<file path="src/rtl/return_axi_writer_pkg.sv">
// Shared AXI constants, state encoding and a small min helper for the return writer.
package return_axi_writer_pkg;

  localparam logic [2:0] AWSIZE_64B = 3'd6;
  localparam logic [1:0] BURST_INCR = 2'b01;
  localparam logic [3:0] CACHE_DEF  = 4'b0011;
  localparam logic [1:0] RESP_OKAY  = 2'b00;

  // Burst length counter width: holds 1..256 beats.
  localparam int LEN_W      = 9;
  localparam int BEAT_SHIFT = 6;

  typedef logic [2:0] state_t;

  localparam state_t ST_IDLE = 3'd0;
  localparam state_t ST_AW   = 3'd1;
  localparam state_t ST_W    = 3'd2;
  localparam state_t ST_B    = 3'd3;
  localparam state_t ST_FIN  = 3'd4;

  function automatic logic [LEN_W-1:0] min_len(input logic [LEN_W-1:0] a,
                                                input logic [LEN_W-1:0] b);
    return (a < b) ? a : b;
  endfunction

endpackage

</file>
<file path="src/rtl/return_axi_writer_burst_len_calc.sv">
// Combinational burst sizing: min of remaining beats, MAX_BURST and beats left in the 4 KB page.
module return_axi_writer_burst_len_calc
  import return_axi_writer_pkg::*;
#(
  parameter int MAX_BURST = 16
) (
  input  logic [5:0]       beat_idx,
  input  logic [15:0]      remaining,
  output logic [LEN_W-1:0] len
);

  logic [6:0]       headroom_raw;
  logic [LEN_W-1:0] headroom;
  logic [LEN_W-1:0] rem_clip;

  always_comb begin
    // A 4 KB page holds 64 beats of 64 bytes; beat_idx is the beat slot inside the page.
    headroom_raw = 7'd64 - {1'b0, beat_idx};
    headroom     = LEN_W'(headroom_raw);
    rem_clip     = (remaining > 16'(MAX_BURST)) ? LEN_W'(MAX_BURST) : LEN_W'(remaining);
    len          = min_len(rem_clip, headroom);
  end

endmodule

</file>
<file path="src/rtl/return_axi_writer.sv">
// Writes a counted stream of 64-byte beats to memory as 4 KB-safe AXI INCR bursts, one burst in flight.
module return_axi_writer
  import return_axi_writer_pkg::*;
#(
  parameter int ADDR_W    = 32,
  parameter int DATA_W    = 512,
  parameter int MAX_BURST = 16
) (
  input  logic                system_clk,
  input  logic                rst,
  input  logic                start,
  input  logic [ADDR_W-1:0]   return_addr,
  input  logic [15:0]         return_patch_num,
  input  logic [DATA_W-1:0]   in_data,
  input  logic                in_valid,
  output logic                in_ready,
  output logic [ADDR_W-1:0]   m_axi_awaddr,
  output logic [7:0]          m_axi_awlen,
  output logic [2:0]          m_axi_awsize,
  output logic [1:0]          m_axi_awburst,
  output logic                m_axi_awlock,
  output logic [3:0]          m_axi_awcache,
  output logic [2:0]          m_axi_awprot,
  output logic                m_axi_awvalid,
  input  logic                m_axi_awready,
  output logic [DATA_W-1:0]   m_axi_wdata,
  output logic [DATA_W/8-1:0] m_axi_wstrb,
  output logic                m_axi_wlast,
  output logic                m_axi_wvalid,
  input  logic                m_axi_wready,
  input  logic [1:0]          m_axi_bresp,
  input  logic                m_axi_bvalid,
  output logic                m_axi_bready,
  output logic                busy,
  output logic                done,
  output logic                error
);

  state_t             state_reg;
  logic [ADDR_W-1:0]  addr_reg;
  logic [15:0]        remaining_reg;
  logic [LEN_W-1:0]   burst_len_reg;
  logic [LEN_W-1:0]   beat_cnt_reg;
  logic               error_reg;

  logic [LEN_W-1:0]   calc_len;
  logic               w_fire;
  logic               last_beat;
  logic [15:0]        remaining_after;
  logic [ADDR_W-1:0]  addr_after;

  return_axi_writer_burst_len_calc #(
    .MAX_BURST (MAX_BURST)
  ) u_burst_len_calc (
    .beat_idx  (addr_reg[11:6]),
    .remaining (remaining_reg),
    .len       (calc_len)
  );

  assign last_beat       = (beat_cnt_reg == (burst_len_reg - LEN_W'(1)));
  assign w_fire          = (state_reg == ST_W) && in_valid && m_axi_wready;
  assign remaining_after = remaining_reg - 16'(burst_len_reg);
  assign addr_after      = addr_reg + (ADDR_W'(burst_len_reg) << BEAT_SHIFT);

  always_ff @(posedge system_clk) begin
    if (rst) begin
      state_reg     <= ST_IDLE;
      addr_reg      <= '0;
      remaining_reg <= '0;
      burst_len_reg <= '0;
      beat_cnt_reg  <= '0;
      error_reg     <= 1'b0;
    end else begin
      case (state_reg)
        ST_IDLE: begin
          if (start) begin
            addr_reg      <= return_addr;
            remaining_reg <= return_patch_num;
            error_reg     <= 1'b0;
            state_reg     <= (return_patch_num == 16'd0) ? ST_FIN : ST_AW;
          end
        end
        ST_AW: begin
          // awlen is driven from calc_len, which only depends on registers frozen during AW.
          if (m_axi_awready) begin
            burst_len_reg <= calc_len;
            beat_cnt_reg  <= '0;
            state_reg     <= ST_W;
          end
        end
        ST_W: begin
          if (w_fire) begin
            beat_cnt_reg <= beat_cnt_reg + LEN_W'(1);
            if (last_beat) begin
              state_reg <= ST_B;
            end
          end
        end
        ST_B: begin
          if (m_axi_bvalid) begin
            remaining_reg <= remaining_after;
            addr_reg      <= addr_after;
            if (m_axi_bresp != RESP_OKAY) begin
              error_reg <= 1'b1;
            end
            state_reg <= (remaining_after != 16'd0) ? ST_AW : ST_FIN;
          end
        end
        ST_FIN: begin
          state_reg <= ST_IDLE;
        end
        default: begin
          state_reg <= ST_IDLE;
        end
      endcase
    end
  end

  assign m_axi_awaddr  = addr_reg;
  assign m_axi_awlen   = 8'(calc_len - LEN_W'(1));
  assign m_axi_awsize  = AWSIZE_64B;
  assign m_axi_awburst = BURST_INCR;
  assign m_axi_awlock  = 1'b0;
  assign m_axi_awcache = CACHE_DEF;
  assign m_axi_awprot  = 3'b000;
  assign m_axi_awvalid = (state_reg == ST_AW);

  // The write channel is a straight pass-through of the result stream while in W.
  assign m_axi_wdata   = in_data;
  assign m_axi_wstrb   = '1;
  assign m_axi_wvalid  = (state_reg == ST_W) && in_valid;
  assign m_axi_wlast   = (state_reg == ST_W) && last_beat;
  assign in_ready      = (state_reg == ST_W) && m_axi_wready;

  assign m_axi_bready  = (state_reg == ST_B);

  assign busy          = (state_reg != ST_IDLE);
  assign done          = (state_reg == ST_FIN);
  assign error         = error_reg;

endmodule

</file>
<file path="config.mk">
export PLATFORM = sky130hd
export DESIGN_NAME = return_axi_writer
export DESIGN_NICKNAME = d
export VERILOG_FILES = /design/src/rtl/return_axi_writer_pkg.sv /design/src/rtl/return_axi_writer_burst_len_calc.sv /design/src/rtl/return_axi_writer.sv
export SDC_FILE = /design/constraint.sdc
export NUM_CORES = 1
export LEC_CHECK = 0
export ABC_AREA = 1
export CAP_MARGIN = 20
export CELL_PAD_IN_SITES_DETAIL_PLACEMENT = 1
export CELL_PAD_IN_SITES_GLOBAL_PLACEMENT = 2
export CORE_AREA = 10 10 460 462
export CTS_CLUSTER_DIAMETER = 120
export CTS_CLUSTER_SIZE = 28
export DETAILED_ROUTE_END_ITERATION = 6
export DIE_AREA = 0 0 470 472
export PLACE_DENSITY_LB_ADDON = 0.1
export RECOVER_POWER = 100
export REMOVE_ABC_BUFFERS = 1
export SYNTH_ARGS = -nofsm -noshare
export SYNTH_HDL_FRONTEND = slang
export SYNTH_HIERARCHICAL = 1
export SYNTH_SLANG_ARGS = --single-unit
</file>
<file path="constraint.sdc">
create_clock -name system_clk -period 5.7 [get_ports system_clk]
set_input_delay 1.14 -clock system_clk [delete_from_list [all_inputs] [get_ports system_clk]]
set_output_delay 1.14 -clock system_clk [all_outputs]
set_load 0.01 [all_outputs]
</file>
# Word-level counts from Yosys, hierarchy flattened
# Index checks and enable logic that the tools add are counted.
# op_classes
order_cmp	2
addsub	6
mux	23
n_reduce_logical	16
eq_ne	11
# ops
operator	n
32-bit 2-to-1 mux	2
32-bit one-hot mux with 2 select lines	1
9-bit 2-to-1 mux	4
32-bit by 15-bit adder with 32-bit output	1
16-bit 2-to-1 mux	2
16-bit one-hot mux with 2 select lines	1
3-bit 2-to-1 mux	7
9-bit one-hot mux with 2 select lines	1
16-bit by 5-bit > comparator with 1-bit output (second input constant)	1
16-bit zero test	1
16-bit nonzero test	1
16-bit by 9-bit subtractor with 16-bit output	1
3-bit one-hot mux with 4 select lines	1
9-bit by 1-bit adder with 9-bit output (second input constant)	1
9-bit == test	1
9-bit by 7-bit less-than comparator with 1-bit output	1
9-bit by 1-bit subtractor with 9-bit output (second input constant)	1
2-bit inequality test (second input constant)	4
8-bit by 1-bit subtractor with 8-bit output (second input constant)	1
7-bit by 6-bit subtractor with 7-bit output (first input constant)	1
3-bit by 2-bit == test with 1-bit output (second input constant)	2
3-bit AND reduction	2
2-bit nonzero test	3
5-bit AND reduction	1
10 further kinds	16
# totals
wordCells	64
out_inout_bits	637
reg_bits	70

# Longest topological paths before layout
# Gate-level depths: netlist of run 1.
# logic_depth
word_depth	5
depth_mapped	17

# Cells and area by module
# The synthesis of run 1 kept the hierarchy.
# by_module_without_submodules
module	cells_each	n_inst	seq_area_each_um2	area_each_um2
return_axi_writer	1422	1	1401.3	9665.5
return_axi_writer_burst_len_calc	87	1	0.0	498.0

# Worst setup path before layout of run 1
# OpenSTA, ideal clock, no wires.
# synth_timing
path_kind	register to output
start	reg addr_reg[6], in the netlist m_axi_awaddr[6]
end	out m_axi_awlen[7]
slack_ns	1.661
path_stages_with_launch	17
path_buffers	0
required_ns	4.560
t_arrival_ns	2.899
path_cell_list	dfxtp_1 -> inv_1 -> ha_1 -> nand2_1 -> xor2_1 -> ha_1 -> a21oi_1 -> o21ai_1 -> a21boi_4 -> nand2_4 -> nand2_1 -> nand2_1 -> inv_1 -> nand2_1 -> or3_1 -> nor3_1 -> xor2_1
# synth_between
elab_chain_len	4
# synth_lines
element	line	rtl
start: declaration	return_axi_writer.sv:40	logic [ADDR_W-1:0] addr_reg;
start signal: assignment	return_axi_writer.sv:77	addr_reg <= return_addr;
start signal: assignment	return_axi_writer.sv:102	addr_reg <= addr_after;
7-bit by 6-bit subtractor with 7-bit output (*)	return_axi_writer_burst_len_calc.sv:18	headroom_raw = 7'd64 - {1'b0, beat_idx};
9-bit by 7-bit less-than comparator with 1-bit output	return_axi_writer_pkg.sv:23	return (a < b) ? a : b;
9-bit 2-to-1 mux (*)	return_axi_writer_pkg.sv:23	
named net calc_len[0]	return_axi_writer.sv:46	logic [LEN_W-1:0] calc_len;
8-bit by 1-bit subtractor with 8-bit output (*)	return_axi_writer.sv:120	assign m_axi_awlen = 8'(calc_len - LEN_W'(1));
end: declaration	return_axi_writer.sv:18	output logic [7:0] m_axi_awlen,
# Mark *: on every way through the listed nets, which the timed path passes. The rest lies on a longest branch.

# Worst setup path in the final report of run 1
# layout_timing
start	reg remaining_reg[12]
end	out m_axi_awlen[6]
# layout_between
elab_chain_len	5
# layout_lines
element	line	rtl
start: declaration	return_axi_writer.sv:41	logic [15:0] remaining_reg;
start signal: assignment	return_axi_writer.sv:78	remaining_reg <= return_patch_num;
start signal: assignment	return_axi_writer.sv:101	remaining_reg <= remaining_after;
16-bit by 5-bit > comparator with 1-bit output (*)	return_axi_writer_burst_len_calc.sv:20	rem_clip = (remaining > 16'(MAX_BURST)) ? LEN_W'(MAX_BURST) : LEN_W'(remaining);
9-bit 2-to-1 mux (*)	return_axi_writer_burst_len_calc.sv:20	
9-bit by 7-bit less-than comparator with 1-bit output	return_axi_writer_pkg.sv:23	
9-bit 2-to-1 mux (*)	return_axi_writer_pkg.sv:23	
named net calc_len[0]	return_axi_writer.sv:46	
8-bit by 1-bit subtractor with 8-bit output (*)	return_axi_writer.sv:120	
# Marks and branches as above.

==> run summary, run 1 <==
The worst path needs 5.26 ns of the cycle, external delays included. Synthesis handed over a netlist of 1,509 instances. The internal power consumption came out at 0.00232 W.

The ratio of cells with drive above 1 in the final layout is 0.0774. The flow ran to the end, but the final reports show violations. The worst setup path is of the reg2out kind. The worst setup path is launched from a flip-flop. Part of the power in registers: 0.163. Most used routing layer in global routing: met2. The tools report the worst vdd rail ir drop as 233 uV.

After floorplanning, the core was sized to cover 0.202 mm^2. Counting every sink on the clock net gives 70. The effective utilization at floorplan was 0.0503; the proportion of power drawn by the clock network was 0.131. The number of different library cells used by synthesis comes to 55.

The run gives 0.00140 mm^2 as the area occupied by registers. After floorplanning, the core was divided into 165 placement rows. In this run the critical register-to-register path is launched from state_reg[2]. The hold buffer count at cts is 0. Leaving out fill and tap cells, the most frequent cell in the layout is sky130_fd_sc_hd__nand2_1.

The tools report the number of clock buffers inserted by TritonCTS as 9. The worst register-to-register path ends at remaining_reg[2]. The routed layout has 9,916 vias. The routed via count divided by cell count is 2.62, and the net switching fraction of the power is 0.573. Clock skew on the completed layout was measured at 0.0218 ns.

Count of synthesis-stage warnings from yosys: 6. The die covers 0.222 mm^2. Routability-driven placement finished with a final weighted congestion of 1.35. Counting flops and latches in the post-synthesis netlist gives 70. The tools report the global-route track usage on met3 as 0.453. For hold timing, the worst endpoint is error.

After the last flow step, the layout net total stands at 1,705. The class of the tightest hold or removal check is reg2reg. TritonCTS built the clock tree. The multi-input combinational cells in the finished layout cover a total of 0.00411 mm^2.

Data arrival time of the critical path: 4.12 ns. The number of flip-flops under the largest register name was 32; the overall routed net length was 335,000 um. The power density normalized to cell area is 504 mW/mm^2, and the remaining number of nets flagged by the antenna check after routing is 0.

The tools report the timing-limited maximum frequency as 0.190 GHz. For the worst flop-to-flop path, the logic depth is 7. For this design the top-level I/O count stands at 1,206. The count of final max-slew check failures is 34. For the total placed cells including tap cells, the log shows 3,761. The headroom to the max-slew limit is -0.262, and the total negative slack for setup checks is 0 ns. Setup violations remaining at the end of the flow were counted as 0.

The H-tree generated during clock tree synthesis spans 3 levels. The met2 usage came out at 0.477. The count of maximum capacitance violations was 1; the mean post-synth cell area was 6.74 um^2. Once layout is done, the placed cells without fillers occupy 0.0108 mm^2.

The logs give 745 for the number of design-rule violations left by the first detailed-router iteration and 3.60 nW for the leakage power. After detailed placement, the total cell area comes to 0.0104 mm^2. The x dimension of the die is 470 um.

In the layout the commonest cells are sky130_fd_sc_hd__nand2_1 (239), sky130_fd_sc_hd__inv_1 (107), sky130_fd_sc_hd__nor2_1 (95). The measured slew at the worst slew-check pin was 1.89 ns; the post-synthesis cell area was 0.0102 mm^2. The count of port buffers added during placement is 104, and the part of the Yosys area used for sequential elements is 0.138. Summed over all nets, the switching power comes to 0.00312 W. The logs give 0 for the final-report hold violation count and 9,240 for the via count of the first global-routing pass.

The post-route clock period utilization was 0.923; the total half-perimeter wirelength after legalization and detailed placement was 325,000 um. The number of buffers on the longest clock path is 2. Combined global-route utilization of all metal layers: 0.290.

The chip height works out to 472 um. The hold path startpoint was error. For the worst setup path, the data required time is 4.56 ns. The wire length of the first global-routing pass was 360,000 um. The cell depth of the worst hold path is 2. The final reports fail on max-capacitance violations, max-slew violations. The register clock-pin slew on the reported worst setup and hold paths is 0.07 ns, and the initial antenna violation count is 8.

The portion of total power attributed to combinational logic is 0.706. The worst setup path is captured at a primary output. The worst reg-to-reg setup slack is 1.30 ns.

Setup repair after global routing left no endpoint under its margin. The met1 routing resource usage after global routing came out at 0.0795. In the routed design, unresolved DRC markers number 0. For the worst hold margin, the log shows 0.468 ns.

Of all nets on the critical path, the largest fanout is 7. The clock reaches the later pin of the worst-skew pair after 0.39 ns. The tree is rooted in a sky130_fd_sc_hd__clkbuf_16.

Fill cells in the final layout number 24,300. From synthesis to final layout, the design area changed by 6.12%. For this run the aggregate overflow at the end of global routing stands at 0.

The first detailed-routing pass took 7 iterations. For the non-filler instance count after layout, the log shows 3,785. The detail-routed net length per standard cell is 88.6 um, and the maximum number of pins on one net before global-route repair is 42.
## synth_stat cells, drive strengths merged
library cell / instances / area share
a211oi: 6 / 0.0044
a21boi: 3 / 0.0041
a21o: 1 / 0.00074
a21oi: 98 / 0.050
a221oi: 6 / 0.0052
a31oi: 3 / 0.0018
and2: 2 / 0.0012
and3: 1 / 0.00062
and3b: 1 / 0.00086
buf: 605 / 0.44
clkbuf: 12 / 0.0054
conb: 3 / 0.0011
dfxtp: 70 / 0.14
fa: 2 / 0.0039
ha: 28 / 0.034
inv: 110 / 0.041
nand2: 250 / 0.097
nand3: 62 / 0.032
nand3b: 5 / 0.0037
nand4: 16 / 0.011
nor2: 106 / 0.042
nor3: 18 / 0.010
nor3b: 1 / 0.00074
nor4: 5 / 0.0031
o2111ai: 1 / 0.00086
o211ai: 6 / 0.0049
o21a: 1 / 0.00074
o21ai: 54 / 0.029
o21bai: 1 / 0.00074
or2: 4 / 0.0025
or3: 1 / 0.00062
xnor2: 9 / 0.0078
xor2: 18 / 0.016
## how the worst max path moves through the flow
stage	start	to	slack, ns
after detailed placement	remaining_reg[13]	m_axi_awlen[7]	0.23
after floorplan	m_axi_awaddr[6]	m_axi_awlen[7]	1.66
after global routing	remaining_reg[12]	m_axi_awlen[6]	0.09
after global placement	remaining_reg[13]	m_axi_awlen[7]	0.14
final	remaining_reg[12]	m_axi_awlen[6]	0.44
after CTS	remaining_reg[13]	m_axi_awlen[7]	0.04
## worst max-delay path, cell delays in order (launching register included)
cell and delay, ns:
sky130_fd_sc_hd__dfxtp_1 0.37, sky130_fd_sc_hd__inv_1 0.08, sky130_fd_sc_hd__nand2_1 0.08, sky130_fd_sc_hd__nor2_4 0.24, sky130_fd_sc_hd__nand3b_1 0.27, sky130_fd_sc_hd__nor2_1 0.24, sky130_fd_sc_hd__ha_1 0.26, sky130_fd_sc_hd__nand2_1 0.12
sky130_fd_sc_hd__o21ai_2 0.09, sky130_fd_sc_hd__a21boi_4 0.18, sky130_fd_sc_hd__buf_4 0.18, sky130_fd_sc_hd__nand3_1 0.11, sky130_fd_sc_hd__nand2_1 0.13, sky130_fd_sc_hd__inv_1 0.10, sky130_fd_sc_hd__buf_4 0.15, sky130_fd_sc_hd__ha_1 0.21
sky130_fd_sc_hd__nand2_1 0.11, sky130_fd_sc_hd__nor3_1 0.06, sky130_fd_sc_hd__xor2_1 0.17, sky130_fd_sc_hd__clkdlybuf4s50_1 0.57
## cell type report
cell class              count  area share
multi-input cells         790       0.381
well taps                2672       0.310
flip-flops and latches     70       0.130
repair buffers            125       0.109
inverters                 110      0.0383
clock buffers              11      0.0234
clock inverters             5     0.00754
diodes                      2    0.000464
## kinds of logic (layout without fill, tap and decap cells)
| family | Yosys count | after routing | share of synthesized area |
|---|---|---|---|
| buffers and inverters | 727 | 251 | 0.490 |
| and+or+nand+nor | 472 | 472 | 0.206 |
| AOI/OAI and AO/OA | 180 | 180 | 0.103 |
| DFF | 70 | 70 | 0.138 |
| adders and majority gates | 30 | 30 | 0.0384 |
| xor gates and xnor gates | 27 | 27 | 0.0233 |
| other | 3 | 83 | 0.00111 |
## through the flow
step                  util  power, W  worst slack, ns
floorplan                -   0.00285             1.66
global placement    0.0514   0.00493            0.137
detailed placement  0.0514   0.00487            0.229
CTS                 0.0534   0.00570           0.0424
global route        0.0534   0.00600           0.0920
finish              0.0534   0.00544            0.437
## power groups by stage
| stage | clock, W | sequential (W) | combinational (W) |
|---|---|---|---|
| detailed placement | 0 | 0.000914 | 0.00396 |
| floorplan | 0 | 0.000840 | 0.00201 |
| CTS | 0.000774 | 0.000907 | 0.00402 |
| global route | 0.000778 | 0.000926 | 0.00430 |
| finish | 0.000715 | 0.000886 | 0.00384 |
| global placement | 0 | 0.000909 | 0.00402 |
## what timing repair did
action | CTS | global route
buffers inserted | 3 | 3
pin swaps | 2 | 5
gates resized for setup | 9 | 8
endpoints found under the setup margin | 1 | 1
## per-layer routing
layer | vias to the layer above | wire length, um
met5 | - | 3800
met1 | 4159 | 35200
met3 | 272 | 108000
met4 | 92 | 35700
li1 | 3308 | -
met2 | 2085 | 152000
No activity file was read; power rests on OpenSTA's default activity.
==> inputs of run 2 (changes only) <==
CORE_AREA = 10 10 464 466   (was 10 10 460 462)
DIE_AREA = 0 0 474 476   (was 0 0 470 472)
DONT_BUFFER_PORTS = 1   (was not set)
==> run 2 against run 1 <==
Effect of this change:
- the flow still finishes with violations (max-capacitance violations, max-slew violations)
- combinational power shrank 13%
- via count shrank 2.8%
- count of clock-buffer cells in the layout shrank 1
- worst setup slack worse by 0.13 ns
- critical path type unchanged
- highest routed layer unchanged
==> run summary, run 2 (synthesis gave the netlist of run 1 again) <==
The run finished, with violations left. Violations in the final reports: max-capacitance violations, max-slew violations (unchanged). The run gives 1.33 (was 1.35) as the weighted congestion reported at the end of routability-driven placement. The logs give 325,000 um (about the same) for the total half-perimeter wirelength after legalization and detailed placement and 0.00498 W (was 0.00544 W) for the total power of the final layout.

The net count reported at finish was 1,600 (was 1,705); the hold buffer count at cts was 0 (unchanged). The number of primary I/O pins was 1,206 (unchanged); the remaining number of nets flagged by the antenna check after routing was 0 (unchanged). Routed via count divided by cell count: 2.59 (was 2.62). The level count of the clock H-tree was 3 (unchanged); the register clock-pin slew on the reported worst setup and hold paths was 0.08 ns (was 0.07 ns). The via count of the first global-routing pass was 8,542 (was 9,240); the number of buffers on the longest clock path was 2 (unchanged). Total negative slack for setup checks: 0 ns (unchanged). The overall routed net length is 335,000 um (about the same). Start of the worst register-to-register path: state_reg[2] (unchanged). The final-report hold violation count was 0 (unchanged). The logs give 0 (unchanged) for the aggregate global routing overflow and 18 (was 8) for the initial antenna violation count. Signed area change from the synthesized netlist to the final layout: -4.75% (was 6.12%). The number of flip-flops under the largest register name works out to 32 (unchanged).

For the number of clock buffers inserted by TritonCTS, the log shows 9 (unchanged). The clock insertion delay at the later pin of the skew report is 0.44 ns (was 0.39 ns). The post-route clock period utilization is 0.947 (was 0.923), and the measured slew at the worst slew-check pin is 1.72 ns (was 1.89 ns). The non-filler instance count after layout is 3,716 (was 3,785), and the effective utilization at floorplan is 0.0493 (was 0.0503). The via count was 9,641 (was 9,916).

Combined global-route utilization of all metal layers: 0.285 (was 0.290). Most used cells in the layout excluding fill and tap cells: sky130_fd_sc_hd__nand2_1 (241), sky130_fd_sc_hd__inv_1 (108), sky130_fd_sc_hd__nor2_1 (98) (was sky130_fd_sc_hd__nand2_1 (239), sky130_fd_sc_hd__inv_1 (107), sky130_fd_sc_hd__nor2_1 (95)). Wire length of the first global-routing pass: 355,000 um (was 360,000 um).

Number of fillers in the final layout: 24,800 (was 24,300). Category of the critical setup timing path: reg2out (unchanged). The worst reg-to-reg path cell count is 7 (unchanged). The power density normalized to cell area is 514 mW/mm^2 (was 504 mW/mm^2), and the data arrival time of the critical path is 4.26 ns (was 4.12 ns). The leakage power was 3.05 nW (was 3.60 nW). Class of the tightest hold or removal check: reg2reg (unchanged). The tools report the worst hold margin as 0.518 ns (was 0.468 ns). For the count of final max-slew check failures, the log shows 79 (was 34).

For the maximum number of pins on one net before global-route repair, the log shows 59 (was 42). For the worst vdd rail ir drop, the log shows 185 uV (was 233 uV). The count of port buffers added during placement is 0 (was 104). The startpoint kind of the worst setup timing path was a flip-flop (unchanged).

The detailed-routing iteration count for the pre-antenna-repair pass came out at 4 (was 7). The chip height was 476 um (was 472 um); the total die area was 0.226 mm^2 (was 0.222 mm^2). The final-report setup violation count was 0 (unchanged). The x dimension of the die was 474 um (was 470 um). Setup repair after global routing left no endpoint under its margin. The tools report the total core area as 0.206 mm^2 (was 0.202 mm^2).

Termination of the worst setup path: m_axi_awlen[7] (was m_axi_awlen[6]). TritonCTS built the clock tree. The remaining design rule violation count came out at 0 (unchanged). Clock tree root driver cell: sky130_fd_sc_hd__clkbuf_16 (unchanged). The count of maximum capacitance violations was 2 (was 1); the detail-routed net length per standard cell was 90.0 um (was 88.6 um). The clock sink total is 70 (unchanged), and the clock period minus worst slack is 5.40 ns (was 5.26 ns).

The cell depth of the worst hold path was 1 (was 2); the post-layout utilization of the core was 0.0470 (was 0.0534). The headroom to the max-slew limit is -0.149 (was -0.262). The commonest non-fill, non-tap cell in the layout was sky130_fd_sc_hd__nand2_1 (unchanged). Worst flop-to-flop path endpoint: remaining_reg[14] (was remaining_reg[2]).

The total placed cells including tap cells is 3,691 (was 3,761). The largest driver fanout on the critical path is 6 (was 7), and the critical path required time is 4.56 ns (about the same). Floorplan row count: 167 (was 165). The logs give 877 (was 745) for the number of design-rule violations left by the first detailed-router iteration and 0.0179 ns (was 0.0218 ns) for the setup skew after layout.

The ratio of cells with drive above 1 in the final layout came out at 0.0646 (was 0.0774). Type of element capturing the critical path: a primary output (unchanged). The timing-limited maximum frequency was 0.185 GHz (was 0.190 GHz). The run gives 2.10 ns (was 1.30 ns) as the worst reg-to-reg setup slack. The startpoint of the worst setup timing path is remaining_reg[13] (was remaining_reg[12]).
[run 2: changes by cell type in the layout (fill, tap and decap cells not counted), sizes merged, moves of 2 or more]
cell,delta
diode,+4
clkdlybuf4s50,-56
buf,-7
clkbuf,+4
dlygate4sd3,-46
clkinv,+2
[run 2: worst max-delay path, stage by stage (launching register included)]
cell                       delay [ns]
sky130_fd_sc_hd__dfxtp_1         0.37
sky130_fd_sc_hd__nor2_1          0.15
sky130_fd_sc_hd__nand2_1         0.17
sky130_fd_sc_hd__nor2_4          0.21
sky130_fd_sc_hd__nand3_1         0.18
sky130_fd_sc_hd__nor2_4          0.18
sky130_fd_sc_hd__ha_1            0.26
sky130_fd_sc_hd__a21oi_1         0.17
sky130_fd_sc_hd__o21ai_1         0.12
sky130_fd_sc_hd__a21boi_4        0.28
sky130_fd_sc_hd__nand2_4         0.10
sky130_fd_sc_hd__nand2_1         0.07
sky130_fd_sc_hd__nand2_1         0.07
sky130_fd_sc_hd__inv_1           0.18
sky130_fd_sc_hd__nand2_1         0.12
sky130_fd_sc_hd__or3_1           0.39
sky130_fd_sc_hd__nor3_2          0.16
sky130_fd_sc_hd__buf_4           0.19
sky130_fd_sc_hd__xor2_1          0.17
sky130_fd_sc_hd__buf_4           0.16
sky130_fd_sc_hd__buf_4           0.12
[run 2: worst min-delay path by stage]
stage                               start         endpoint  slack, ns
final                     beat_cnt_reg[8]  beat_cnt_reg[8]       0.52
after global placement    beat_cnt_reg[8]  beat_cnt_reg[8]       0.51
after detailed placement  beat_cnt_reg[8]  beat_cnt_reg[8]       0.51
after floorplan           beat_cnt_reg[8]  beat_cnt_reg[8]       0.44
after global routing      m_axi_awaddr[5]  m_axi_awaddr[5]       0.55
after CTS                 beat_cnt_reg[3]  beat_cnt_reg[4]       0.53
[run 2: final cells by class]
cell class,count,area (um^2),area share
clock buffer,10,239,0.0247
tap,2704,3380,0.349
sequential,70,1400,0.145
antenna,6,15.0,0.00155
inverter,110,413,0.0427
multi-input combinational,790,4050,0.418
timing repair buffer,20,118,0.0121
clock inverter,6,61.3,0.00633
[run 2: report_power, final]
part | switching, W | total, W | internal (W)
clock | 0.000347 | 0.000697 | 0.000350
sequential | 0.000305 | 0.000954 | 0.000649
combinational | 0.00240 | 0.00333 | 0.000927
total | 0.00305 | 0.00498 | 0.00193
[run 2: routing by layer]
metal / vias to the layer above / routed length, um / share of wire / track usage
met4: 94 / 37500 / 0.11 / 0.233
met3: 276 / 110000 / 0.33 / 0.458
met2: 2187 / 150000 / 0.45 / 0.464
met5: - / 5830 / 0.017 / 0.184
met1: 3981 / 31400 / 0.094 / 0.0675
li1: 3103 / - / - / -
[run 2: per-stage QoR]
step / worst slack [ns] / cell area, um^2
finish: 0.304 / 9680
global route: 0.0111 / 9670
CTS: 0.00224 / 9710
detailed placement: 0.459 / 9400
global placement: 0.401 / 9400
floorplan: 1.66 / 5890
[run 2: what timing repair did]
item,in CTS,in global routing
setup endpoints to repair,1,1
resized for setup,1,5
setup buffers,1,2
pin swaps,0,1
==> inputs of run 3 (changes only) <==
RECOVER_POWER = not set   (was 100)
==> run 3 against run 2 <==
Effect of this change:
- the flow now finishes without violations
- combinational power increased by 3%
- critical path depth unchanged
- clock power about the same
- first-iteration DRC count decreased by 4.2%
- sequential share of layout area decreased by 0.11 points
- die area unchanged
- via count increased by 0.10%
- final cell count about the same
- non-clock buffer count unchanged
- count of clock-buffer cells in the layout unchanged
- largest power group unchanged
==> run summary, run 3 (synthesis gave the netlist of run 1 again) <==
The run finished with clean final reports. The hold path startpoint is beat_cnt_reg[8] (unchanged). Detailed-routing iteration count for the pre-antenna-repair pass: 4 (unchanged). The start of the worst register-to-register path was burst_len_reg[5] (was state_reg[2]). Wire length of the first global-routing pass: 355,000 um (unchanged). The startpoint kind of the worst setup timing path was a flip-flop (unchanged).

Critical path cell sequence: nor2_1, nand2_1, nor2_4, nand3_1, nor2_4, ha_1, a21oi_1, o21ai_1, a21boi_4, nand2_4, nand2_1, nand2_1, inv_1, nand2_1, or3_1, nor3_2, buf_4, xor2_1, buf_4, buf_4 (unchanged). The remaining design rule violation count was 0 (unchanged); the total negative slack for setup checks was 0 ns (unchanged). The count of final max-slew check failures is 0 (was 79). The logs give 0.00200 W (was 0.00193 W) for the internal power consumption and 0.0190 ns (was 0.0179 ns) for the setup skew after layout. Setup repair after global routing left no endpoint under its margin. The clock period minus worst slack works out to 5.40 ns (about the same). The x dimension of the die was 474 um (unchanged); the headroom to the max-slew limit was 0.399 (was -0.149).

The maximum number of pins on one net before global-route repair was 59 (unchanged); the level count of the clock H-tree was 3 (unchanged). Net switching fraction of the power: 0.606 (was 0.613). The logs give 0.206 mm^2 (unchanged) for the total core area and 0 (was 2) for the count of maximum capacitance violations.

The count of port buffers added during placement works out to 0 (unchanged). The part of the power in registers is 0.188 (was 0.192), and the power density normalized to cell area is 520 mW/mm^2 (was 514 mW/mm^2). The number of fillers in the final layout is 24,800 (about the same), and the clock sink total is 70 (unchanged). Non-filler instance count after layout: 3,713 (was 3,716). The number of design-rule violations left by the first detailed-router iteration was 840 (was 877); the detail-routed net length per standard cell was 90.1 um (was 90.0 um). The floorplan row count came out at 167 (unchanged). For the portion of total power attributed to combinational logic, the log shows 0.674 (was 0.668). The ratio of cells with drive above 1 in the final layout was 0.0865 (was 0.0646); the routed via count divided by cell count was 2.60 (was 2.59).

The critical path required time came out at 4.56 ns (about the same). For the net count reported at finish, the log shows 1,600 (unchanged). Class of the tightest hold or removal check: reg2reg (unchanged). The run gives 3.09 nW (was 3.05 nW) as the leakage power. The number of flip-flops under the largest register name is 32 (unchanged), and the signed area change from the synthesized netlist to the final layout is -4.01% (was -4.75%). For the weighted congestion reported at the end of routability-driven placement, the log shows 1.33 (unchanged). The number of buffers on the longest clock path was 2 (unchanged); the final-report hold violation count was 0 (unchanged). The worst flop-to-flop path endpoint was state_reg[0] (was remaining_reg[14]). The worst reg-to-reg path cell count works out to 15 (was 7). The tools report the type of element capturing the critical path as a primary output (unchanged). The endpoint of the worst hold path was beat_cnt_reg[8] (unchanged).

The largest driver fanout on the critical path was 6 (unchanged). The worst vdd rail ir drop is 221 uV (was 185 uV). The most used routing layer in global routing is met2 (unchanged).

The met2 usage is 0.464 (unchanged), and the number of primary I/O pins is 1,206 (unchanged). The initial antenna violation count was 18 (unchanged). The chip height is 476 um (unchanged), and the final-report setup violation count is 0 (unchanged). The cell repeated most along the worst path is sky130_fd_sc_hd__nand2_1 (unchanged). The remaining number of nets flagged by the antenna check after routing was 0 (unchanged); the cell depth of the worst hold path was 1 (unchanged).

The measured slew at the worst slew-check pin came out at 0.901 ns (was 1.72 ns). Most used cells in the layout excluding fill and tap cells: sky130_fd_sc_hd__nand2_1 (237), sky130_fd_sc_hd__inv_1 (105), sky130_fd_sc_hd__nor2_1 (94), sky130_fd_sc_hd__a21oi_1 (94), sky130_fd_sc_hd__conb_1 (81) (was sky130_fd_sc_hd__nand2_1 (241), sky130_fd_sc_hd__inv_1 (108), sky130_fd_sc_hd__nor2_1 (98)). The post-route clock period utilization is 0.947 (about the same).

Category of the critical setup timing path: reg2out (unchanged). The switching power is 0.00308 W (was 0.00305 W), and the data arrival time of the critical path is 4.26 ns (about the same). Register clock-pin slew on the reported worst setup and hold paths: 0.08 ns (about the same). Clock tree root driver cell: sky130_fd_sc_hd__clkbuf_16 (unchanged).

The via count of the first global-routing pass is 8,542 (unchanged). The peak per-stage delay on the critical path works out to 0.39 ns (about the same). The run gives 325,000 um (unchanged) as the total half-perimeter wirelength after legalization and detailed placement.

The proportion of power drawn by the clock network was 0.137 (was 0.140). The tools report the aggregate global routing overflow as 0 (unchanged). The total die area is 0.226 mm^2 (unchanged). The worst reg-to-reg setup slack was 2.36 ns (was 2.10 ns); the effective utilization at floorplan was 0.0493 (unchanged). The total placed cells including tap cells was 3,691 (unchanged). The overall routed net length is 335,000 um (about the same).

The run gives 0.00140 mm^2 (unchanged) as the area occupied by registers. The area of the multi-input gates came out at 0.00410 mm^2 (was 0.00405 mm^2). The number of clock buffers inserted by TritonCTS is 9 (unchanged), and the via count is 9,651 (was 9,641).

The clock insertion delay at the later pin of the skew report came out at 0.44 ns (about the same). The commonest non-fill, non-tap cell in the layout was sky130_fd_sc_hd__nand2_1 (unchanged). The logs give 0.285 (unchanged) for the combined global-route utilization of all metal layers and 0.0675 (unchanged) for the met1 routing resource usage after global routing.

For the hold buffer count at cts, the log shows 0 (unchanged). The tools report the global-route track usage on met3 as 0.458 (unchanged). The run gives 0.185 GHz (about the same) as the timing-limited maximum frequency. The master of the slowest instance on the critical path is sky130_fd_sc_hd__or3_1 (unchanged).

TritonCTS built the clock tree.
==> run 3: layout make-up <==
type	count	share of cell area
tap	2704	0.347
antenna	3	0.000770
sequential	70	0.144
timing repair buffer	20	0.0154
clock inverter	6	0.00628
clock buffer	10	0.0245
inverter	110	0.0423
multi-input combinational	790	0.420
==> run 3: per-layer routing <==
metal  vias up  wire length [um]
li1       3093                 -
met1      3997             30700
met2      2195            150000
met3       274            111000
met4        92             37500
met5         -              5840
==> run 3: worst max path at each step <==
| stage | start | endpoint | slack, ns | cells after the start |
|---|---|---|---|---|
| final | remaining_reg[13] | m_axi_awlen[7] | 0.30 | 20 |
| after global routing | remaining_reg[13] | m_axi_awlen[7] | 0.008 | 20 |
| after CTS | remaining_reg[13] | m_axi_awlen[7] | 0.002 | 20 |
| after detailed placement | remaining_reg[13] | m_axi_awlen[7] | 0.46 | 20 |
| after global placement | remaining_reg[13] | m_axi_awlen[7] | 0.40 | 20 |
| after floorplan | m_axi_awaddr[6] | m_axi_awlen[7] | 1.66 | 16 |
==> run 3: power groups by stage <==
stage | Sequential (W) | Clock, W | Combinational, W
final | 0.000956 | 0.000696 | 0.00342
after global routing | 0.00100 | 0.000765 | 0.00385
after CTS | 0.000976 | 0.000765 | 0.00346
after detailed placement | 0.000987 | 0 | 0.00344
after global placement | 0.000980 | 0 | 0.00349
after floorplan | 0.000840 | 0 | 0.00201
==> run 3: worst max-delay path: cells and delay by family (launching register included) <==
kind	cells	cell delay [ns]
and+or+nand+nor	11	1.81
buffers and inverters	4	0.63
AOI/OAI and AO/OA	3	0.57
DFF	1	0.36
adders and majority gates	1	0.27
xor gates and xnor gates	1	0.16
==> run 3: repair_timing <==
| action | 4_1_cts | 5_1_grt |
|---|---|---|
| gates resized for setup | 1 | 5 |
| pin swaps | 0 | 1 |
| endpoints found under the setup margin | 1 | 1 |
| setup buffers | 1 | 2 |
| gates cloned | 0 | 0 |
==> run 3: through the flow <==
| stage | hold slack, ns | setup WS (ns) | util | area [um^2] | total power (W) |
|---|---|---|---|---|---|
| after global placement | 0.508 | 0.401 | 0.0456 | 9400 | 0.00447 |
| final | 0.513 | 0.305 | 0.0474 | 9760 | 0.00508 |
| after detailed placement | 0.513 | 0.459 | 0.0456 | 9400 | 0.00443 |
| after floorplan | 0.441 | 1.66 | - | 5890 | 0.00285 |
| after global routing | 0.549 | 0.00810 | 0.0473 | 9750 | 0.00561 |
| after CTS | 0.529 | 0.00224 | 0.0471 | 9710 | 0.00520 |
==> edit: new RTL, settings of run 2 <==
`MAX_BURST` is set to 16 in 2 places; all go to 15.
--- a/src/rtl/return_axi_writer_burst_len_calc.sv
+++ b/src/rtl/return_axi_writer_burst_len_calc.sv
@@ -4,3 +4,3 @@
 #(
-  parameter int MAX_BURST = 16
+  parameter int MAX_BURST = 15
 ) (
--- a/src/rtl/return_axi_writer.sv
+++ b/src/rtl/return_axi_writer.sv
@@ -6,3 +6,3 @@
   parameter int DATA_W    = 512,
-  parameter int MAX_BURST = 16
+  parameter int MAX_BURST = 15
 ) (
Function: not settled (the Yosys comparison gave no result); the edit may change what the design does.
==> edit against run 2 <==
  * The flow still finishes with violations (capacitance limit, slew limit)
  * Cell area decreased by 0.52%
  * Critical path type unchanged
  * Area after synthesis decreased by 0.41%
  * Wire length increased by 0.20%
  * First-iteration DRC count increased by 11%
  * Cell count decreased by 0.19%
  * Global-route usage about the same
  * Setup slack improved by 44 ps
  * Clock skew increased by 2.6 ps
  * Synthesized cell count decreased by 0.40%
  * Count of clock-buffer cells in the layout decreased by 1
  * Register-to-register slack got worse by 1500 ps
  * Power decreased by 0.48%
  * Sequential cell count unchanged
==> edit: results (changes against run 2) <==
first-pass GRT wire length: 355.4 mm (+0.25%)
slowest CP cell: or3_1
initial DRC count: 972 (+11%)
largest cells by area after synthesis: buf_4 (44%), dfxtp_1 (14%), nand2_1 (8.8%), a21oi_1 (4.6%), inv_1 (3.9%)
status: complete, but fails checks
mux share of post-synthesis cell area: 0 (unchanged)
vias in the first global route: 8,581 (+0.46%)
final slew viol count: 93 (+18%)
worst hold slack: 511.6 ps (-6.622 ps)
initial antenna violation count: 17 (-1)
Tot GR Track Use: 0.2853 (+0.0004831)
xor/xnor share of the synthesized area: 0.02336 (+0.00009491)
Max Clock Skew: 20.52 ps (+2.591 ps)
crit-path max FO: 4 (-2)
layout cells sized above 1: 0.06112 (-0.003490)
Ys Warns: 6 (unchanged)
Detailed Route WL: 335.3 mm (+0.20%)
Setup WS pre-CTS: 275.7 ps (-183.6 ps)
routed vias/inst: 2.643 (+1.9%)
violated checks: capacitance limit, slew limit
hpwl dp: 325.2 mm (about the same)
maximum vdd drop: 0.0002437 V (+32%)
reg2reg start: state_reg[0]$_SDFFE_PP0P_
compound-gate portion of the synthesized area: 0.1031 (+0.0002957)
Clock Path Buffers: 2 (unchanged)
sequential share of the synthesized area: 0.1384 (+0.0005624)
final non-filler cell total: 3,709 (-0.19%)
Synth cell types: 56 (+1.8%)
Placed Instances: 3,685 (-0.16%)
Syn Area/Cell: 6.735 µm² (about the same)
Adder-Cell Fraction of Synth Area: 0.03857 (+0.0001567)
# Max-Cap Violations: 3 (+1)
layout net count: 1,592 (-0.50%)
Placed Area: 9355 µm² (-0.48%)
most frequent cells after synthesis: buf_4 (592), nand2_1 (238), inv_1 (104), nor2_1 (95), a21oi_1 (93)
## edit: cell families (layout without fill, tap and decap cells)
family          count (synthesis)  in the layout
other cells                     3             89
simple gates                  468            468
buf+inv                       726            142
flops                          70             70
compound gates                179            179
fa+ha+maj                      30             30
xor+xnor                       27             27
## edit: report_power, final
group          leakage (µW)  switching (µW)  internal [µW]  total (µW)
registers          0.000576             302            649         951
clock network      0.000142             348            340         688
logic               0.00228            2400            914        3310
## edit: per-layer routing
layer,up-vias,global-route usage,wire length (µm)
met2,2222,0.4652,152900
met5,-,0.1616,5056
met3,276,0.4545,109700
met4,88,0.2336,35010
li1,3097,-,-
met1,4119,0.07113,32560
## edit: layout make-up
type | count | area, µm²
Clock inverter | 7 | 72.57
Tap cell | 2704 | 3383
Antenna cell | 7 | 17.52
Inverter | 109 | 409.1
Multi-Input combinational cell | 786 | 4029
Sequential cell | 70 | 1401
Clock buffer | 9 | 225.2
Fill cell | 24820 | 196400
Timing Repair Buffer | 17 | 92.59
## edit: worst max-delay path by stage
stage                                    from  cells past startpoint             end  slack, ps
6_report       remaining_reg[15]$_SDFFE_PP0P_                     21  m_axi_awlen[7]        350
5_1_grt        remaining_reg[15]$_SDFFE_PP0P_                     21  m_axi_awlen[7]         20
4_1_cts        remaining_reg[15]$_SDFFE_PP0P_                     21  m_axi_awlen[7]          5
3_5_place_dp   remaining_reg[15]$_SDFFE_PP0P_                     21  m_axi_awlen[7]        280
3_3_place_gp   remaining_reg[15]$_SDFFE_PP0P_                     21  m_axi_awlen[7]        300
2_1_floorplan    m_axi_awaddr[6]$_SDFFE_PP0P_                     18  m_axi_awlen[7]       1730
## edit: repair_timing
action / in CTS / in global routing
setup buffers: 0 / 1
pin swaps: 0 / 1
hold endpoints to repair: 0 / 0
setup endpoints to repair: 1 / 1
resized for setup: 2 / 1
